==> src/rtl/mem_arbiter.sv <==
// mem_arbiter: sequences one asynchronous SRAM for a CPU port and a DMA port (setup/strobe/hold).
// Optional MEM_ARB_RR_EN selects round-robin arbitration instead of fixed CPU priority. Rev 1.0
`default_nettype none

module mem_arbiter #(
  parameter int ADDR_W      = 16,
  parameter int DATA_W      = 16,
  parameter int WAIT_CYCLES = 1
) (
  input  logic              clock,
  input  logic              notReset,
  input  logic              cpuReq,
  input  logic              cpuWrite,
  input  logic [ADDR_W-1:0] cpuAddr,
  input  logic [DATA_W-1:0] cpuWData,
  output logic [DATA_W-1:0] cpuRData,
  output logic              cpuAck,
  input  logic              dmaReq,
  input  logic              dmaWrite,
  input  logic [ADDR_W-1:0] dmaAddr,
  input  logic [DATA_W-1:0] dmaWData,
  output logic [DATA_W-1:0] dmaRData,
  output logic              dmaAck,
  output logic              grantDma,
  output logic [ADDR_W-1:0] memAddr,
  output logic [DATA_W-1:0] memWData,
  output logic              memDataOE,
  input  logic [DATA_W-1:0] memRData,
  output logic              memNotCS,
  output logic              memNotOE,
  output logic              memNotWE
);

  localparam logic [1:0] IDLE   = 2'd0;
  localparam logic [1:0] SETUP  = 2'd1;
  localparam logic [1:0] STROBE = 2'd2;
  localparam logic [1:0] HOLD   = 2'd3;

  localparam logic [3:0] WAIT_LOAD = 4'(WAIT_CYCLES - 1);

  logic [1:0] state;
  logic [3:0] wait_cnt;
  logic       is_write;
  logic       pick_dma;
  logic       any_req;

`ifdef MEM_ARB_RR_EN
  logic last_dma;

  // On a tie the port that was not granted last time wins.
  always_comb begin
    pick_dma = dmaReq & (~cpuReq | ~last_dma);
  end

  always_ff @(posedge clock or negedge notReset) begin
    if (!notReset) begin
      last_dma <= 1'b1;
    end else if (state == IDLE && any_req) begin
      last_dma <= pick_dma;
    end
  end
`else
  always_comb begin
    pick_dma = dmaReq & ~cpuReq;
  end
`endif

  assign any_req = cpuReq | dmaReq;

  always_ff @(posedge clock or negedge notReset) begin
    if (!notReset) begin
      state     <= IDLE;
      wait_cnt  <= 4'd0;
      is_write  <= 1'b0;
      grantDma  <= 1'b0;
      memAddr   <= '0;
      memWData  <= '0;
      memDataOE <= 1'b0;
      memNotCS  <= 1'b1;
      memNotOE  <= 1'b1;
      memNotWE  <= 1'b1;
      cpuAck    <= 1'b0;
      dmaAck    <= 1'b0;
      cpuRData  <= '0;
      dmaRData  <= '0;
    end else begin
      case (state)
        IDLE: begin
          if (any_req) begin
            state     <= SETUP;
            grantDma  <= pick_dma;
            memNotCS  <= 1'b0;
            memAddr   <= pick_dma ? dmaAddr : cpuAddr;
            memWData  <= pick_dma ? dmaWData : cpuWData;
            is_write  <= pick_dma ? dmaWrite : cpuWrite;
            memDataOE <= pick_dma ? dmaWrite : cpuWrite;
          end
        end
        SETUP: begin
          state    <= STROBE;
          wait_cnt <= WAIT_LOAD;
          if (is_write) begin
            memNotWE <= 1'b0;
          end else begin
            memNotOE <= 1'b0;
          end
        end
        STROBE: begin
          if (wait_cnt == 4'd0) begin
            // Read data is sampled on the same edge that raises the strobe.
            state    <= HOLD;
            memNotOE <= 1'b1;
            memNotWE <= 1'b1;
            if (grantDma) begin
              dmaAck <= 1'b1;
              if (!is_write) dmaRData <= memRData;
            end else begin
              cpuAck <= 1'b1;
              if (!is_write) cpuRData <= memRData;
            end
          end else begin
            wait_cnt <= wait_cnt - 4'd1;
          end
        end
        HOLD: begin
          state     <= IDLE;
          memNotCS  <= 1'b1;
          memDataOE <= 1'b0;
          grantDma  <= 1'b0;
          cpuAck    <= 1'b0;
          dmaAck    <= 1'b0;
        end
        default: begin
          state <= IDLE;
        end
      endcase
    end
  end

endmodule

`default_nettype wire

==> config.mk <==
export PLATFORM = sky130hd
export DESIGN_NAME = mem_arbiter
export DESIGN_NICKNAME = d
export VERILOG_FILES = /design/src/rtl/mem_arbiter.sv
export SDC_FILE = /design/constraint.sdc
export NUM_CORES = 1
export LEC_CHECK = 0
export CAP_MARGIN = 20
export CELL_PAD_IN_SITES_DETAIL_PLACEMENT = 2
export CELL_PAD_IN_SITES_GLOBAL_PLACEMENT = 2
export CORE_MARGIN = 5
export CORE_UTILIZATION = 25
export CTS_CLUSTER_DIAMETER = 200
export DETAILED_ROUTE_END_ITERATION = 6
export GPL_TIMING_DRIVEN = 0
export PLACE_DENSITY = 0.84
export SYNTH_ARGS = -nofsm -noshare
export SYNTH_HDL_FRONTEND = slang
export SYNTH_SLANG_ARGS = --single-unit
==> constraint.sdc <==
create_clock -name clock -period 2.26 [get_ports clock]
set_clock_uncertainty 0.1 [all_clocks]
set_input_delay 0.452 -clock clock [delete_from_list [all_inputs] [get_ports clock]]
set_output_delay 0.452 -clock clock [all_outputs]
set_load 0.02 [all_outputs]
==> impl_results.md <==
- IO Pins: 157
- Area share of the leading cell type in the synthesized netlist: 0.5350
- Crit path depth: 1
- Final Hold Fails: 0
- Initial antenna violation count: 0
- Mean area per synthesized cell: 12.18 sq um
- Synth area leaders: dfrtp_1 (53%), mux2i_1 (9.4%), mux2_2 (7.4%)
- GP Congestion: 0.7204
- CP bufs+invs: 1
- Area delta synth->final: 61.09%
- Row count: 43
- Data arrival time at the worst-slack endpoint: 1590 ps
- H-tree Lvls: 3
- Number of port buffers: 156
- Via count: 2918
- RR Startpoint: wait_cnt[0]$_DFFE_PN0P_
- Max Cap Viol: 0
- PwrDens: 1372 mW/mm^2
- Syn Nets: 380
- Post-Synthesis Cell Area: 0.003508 sq mm
- Drt total wl: 11630 microns
- YS warnings: 0
- Cell count after synthesis: 288
- Die Y: 128.5 microns
- Nets: 551
- Pre-CTS setup slack: -496.5 ps
- CP Capture Type: output pin
- Tightest Pin Transition: 496.5 ps
- Antenna Cells: 0
- CP endpoint: grantDma
- FMAX: 0.4672 GHz
- Die width: 128.5 microns
- Final Cycle Share: 0.9471
- Clock root cell: clkbuf_16
- Share of cells above drive strength 1: 0.1530
- Most common cell in the synthesized netlist: dfrtp_1
- Post-DP HPWL: 9143 microns
- TritonCTS buffer count: 9
- Largest delay share family, worst path: buffers and inverters
- Ys flop type: dfrtp_1
- Area of the die: 0.01650 sq mm
- Wire length per cell: 18.06 microns
- Outcome: finished, final reports clean
- Sink Count: 78
- Latest clock arrival within the worst-skew pair: 330 ps
- Pleak: 2.527 nW
- Largest net degree at the start of global routing: 48
- Post-synth EDFFs: 0
- Clock transition at path regs: 70 ps
- Via/cell ratio: 4.531
- CP required: 1710 ps
- Reg-to-reg endpoint: state[1]$_DFFE_PN0P_
- Worst Setup Start Kind: flop
- Critical Path, Cell by Cell: clkdlybuf4s50_1
- Critical Path Fanout Max: 7
- Final Max Slew Viols: 0
- Synth area leader: dfrtp_1
- Synth cell types: 35
- Setup crit start: grantDma$_DFFE_PN0P_
- IR drop worst, VDD: 0.4183 mV
- Residual DRC count: 0
- Power Total: 0.007756 W
- Kind of critical path: flop to output pin
- 1st-iter DRT viols: 62
- Post-synth top cells: dfrtp_1 (75), o21ai_0 (41), nand2_1 (38), mux2i_1 (33), mux2_2 (23)
- Seq/Total Area, Yosys: 0.5574
- Core area: 0.01383 sq mm
- Hold Path Class: flop to flop
- Initial Util: 0.2537
- Router iterations before antenna repair: 4
- Tmin final: 2141 ps
- Fill count: 1436
- Setup violations, final: 0
- Final Worst Setup Slack: 119.4 ps
- CTS tree: done
- Slew HR: 0.6683
- CTS Buffer Depth: 2
- Vias in the first global route: 3383
- Grt total ovfl: 0
- ANT nets after route: 0
- Min-delay src: memAddr[13]$_DFFE_PN0P_
- Synth async-reset ratio: 1.000
- First-pass GRT wire length: 18320 microns
- R2R cell count: 5
- Gr usage total: 0.1423
- Reg2reg setup slack: 170 ps
- #FFs+latches synth: 78
- Slowest stage delay, CP: 690 ps
- RSZ-0062 raised after global routing: no
- Crit-path slowest cell: clkdlybuf4s50_1
==> per-layer routing <==
layer | global-route usage | share of wire | vias to the layer above
met5 | 0 | 0 | -
met4 | 0.03745 | 0.010 | 0
met3 | 0.05687 | 0.092 | 12
met2 | 0.2538 | 0.51 | 107
met1 | 0.1576 | 0.38 | 1448
li1 | - | - | 1351
==> sequential cells by signal, indices dropped and copies added, names as in the netlist <==
register	flops
memNotCS	1
is_write	1
wait_cnt	4
dmaAck	1
dmaRData	16
grantDma	1
cpuAck	1
memWData	16
memNotWE	1
state	2
memDataOE	1
memAddr	16
cpuRData	16
memNotOE	1
==> metrics by stage <==
step	TNS, ps	instance area (sq um)	utilization	hold slack (ps)	cells
6_report	0	5652	0.4087	382.5	644
5_1_grt	0	5652	0.4087	407.7	644
4_1_cts	0	5637	0.4077	395.2	642
3_5_place_dp	-9039	5320	0.3848	336.9	625
3_3_place_gp	-175920	5295	0.3830	360.5	624
2_1_floorplan	0	3508	-	56.41	288
==> how the worst min path moves through the flow <==
stage	cells past startpoint	to
2_1_floorplan	0	cpuAck$_DFFE_PN0P_
3_3_place_gp	2	memAddr[1]$_DFFE_PN0P_
3_5_place_dp	1	wait_cnt[2]$_DFFE_PN0P_
4_1_cts	2	memWData[4]$_DFFE_PN0P_
5_1_grt	2	memAddr[13]$_DFFE_PN0P_
6_report	2	memAddr[13]$_DFFE_PN0P_
==> what timing repair did <==
| item | 4_1_cts | 5_1_grt |
|---|---|---|
| hold endpoints to repair | 30 | 0 |
| pin swaps | 0 | 0 |
| endpoints found under the setup margin | 10 | 21 |
| hold buffers | 1 | 0 |
| setup buffers | 0 | 2 |
| resized for setup | 1 | 1 |
==> placed cells by master, fill, tap and decap left out, drive strengths merged, types with 2 or more instances in the layout <==
cell	n
mux2i	33
nor3b	3
ha	6
clkinvlp	2
buf	13
nor4b	2
dfstp	3
nor2	4
dfrtp	75
clkdlybuf4s50	155
inv	8
clkbuf	15
nand2b	4
mux2	33
nand3b	2
nand3	4
o21ai	41
nand2	39
a21oi	7
==> area by class of cell <==
| type | count | area [sq um] | share of cell area |
|---|---|---|---|
| Timing Repair Buffer | 160 | 1612 | 0.2851 |
| Clock buffer | 9 | 225.2 | 0.03985 |
| Buffer | 15 | 81.33 | 0.01439 |
| Tap cell | 180 | 225.2 | 0.03985 |
| Sequential cell | 78 | 1956 | 0.3460 |
| Clock inverter | 7 | 80.08 | 0.01417 |
| Multi-Input combinational cell | 190 | 1454 | 0.2572 |
| Inverter | 5 | 18.77 | 0.003321 |
==> logic make-up after synthesis <==
logic type | after synthesis | share of synthesized area
mux | 66 | 0.2108
flops | 78 | 0.5574
buf+inv | 20 | 0.02817
fa+ha+maj | 6 | 0.02140
compound gates | 55 | 0.08524
simple gates | 63 | 0.09701
==> report_power, final <==
part,switching [W],internal (W)
registers,0.000425,0.00208
clock network,0.000621,0.000869
logic,0.00191,0.00185
No activity file was read; power rests on OpenSTA's default activity.
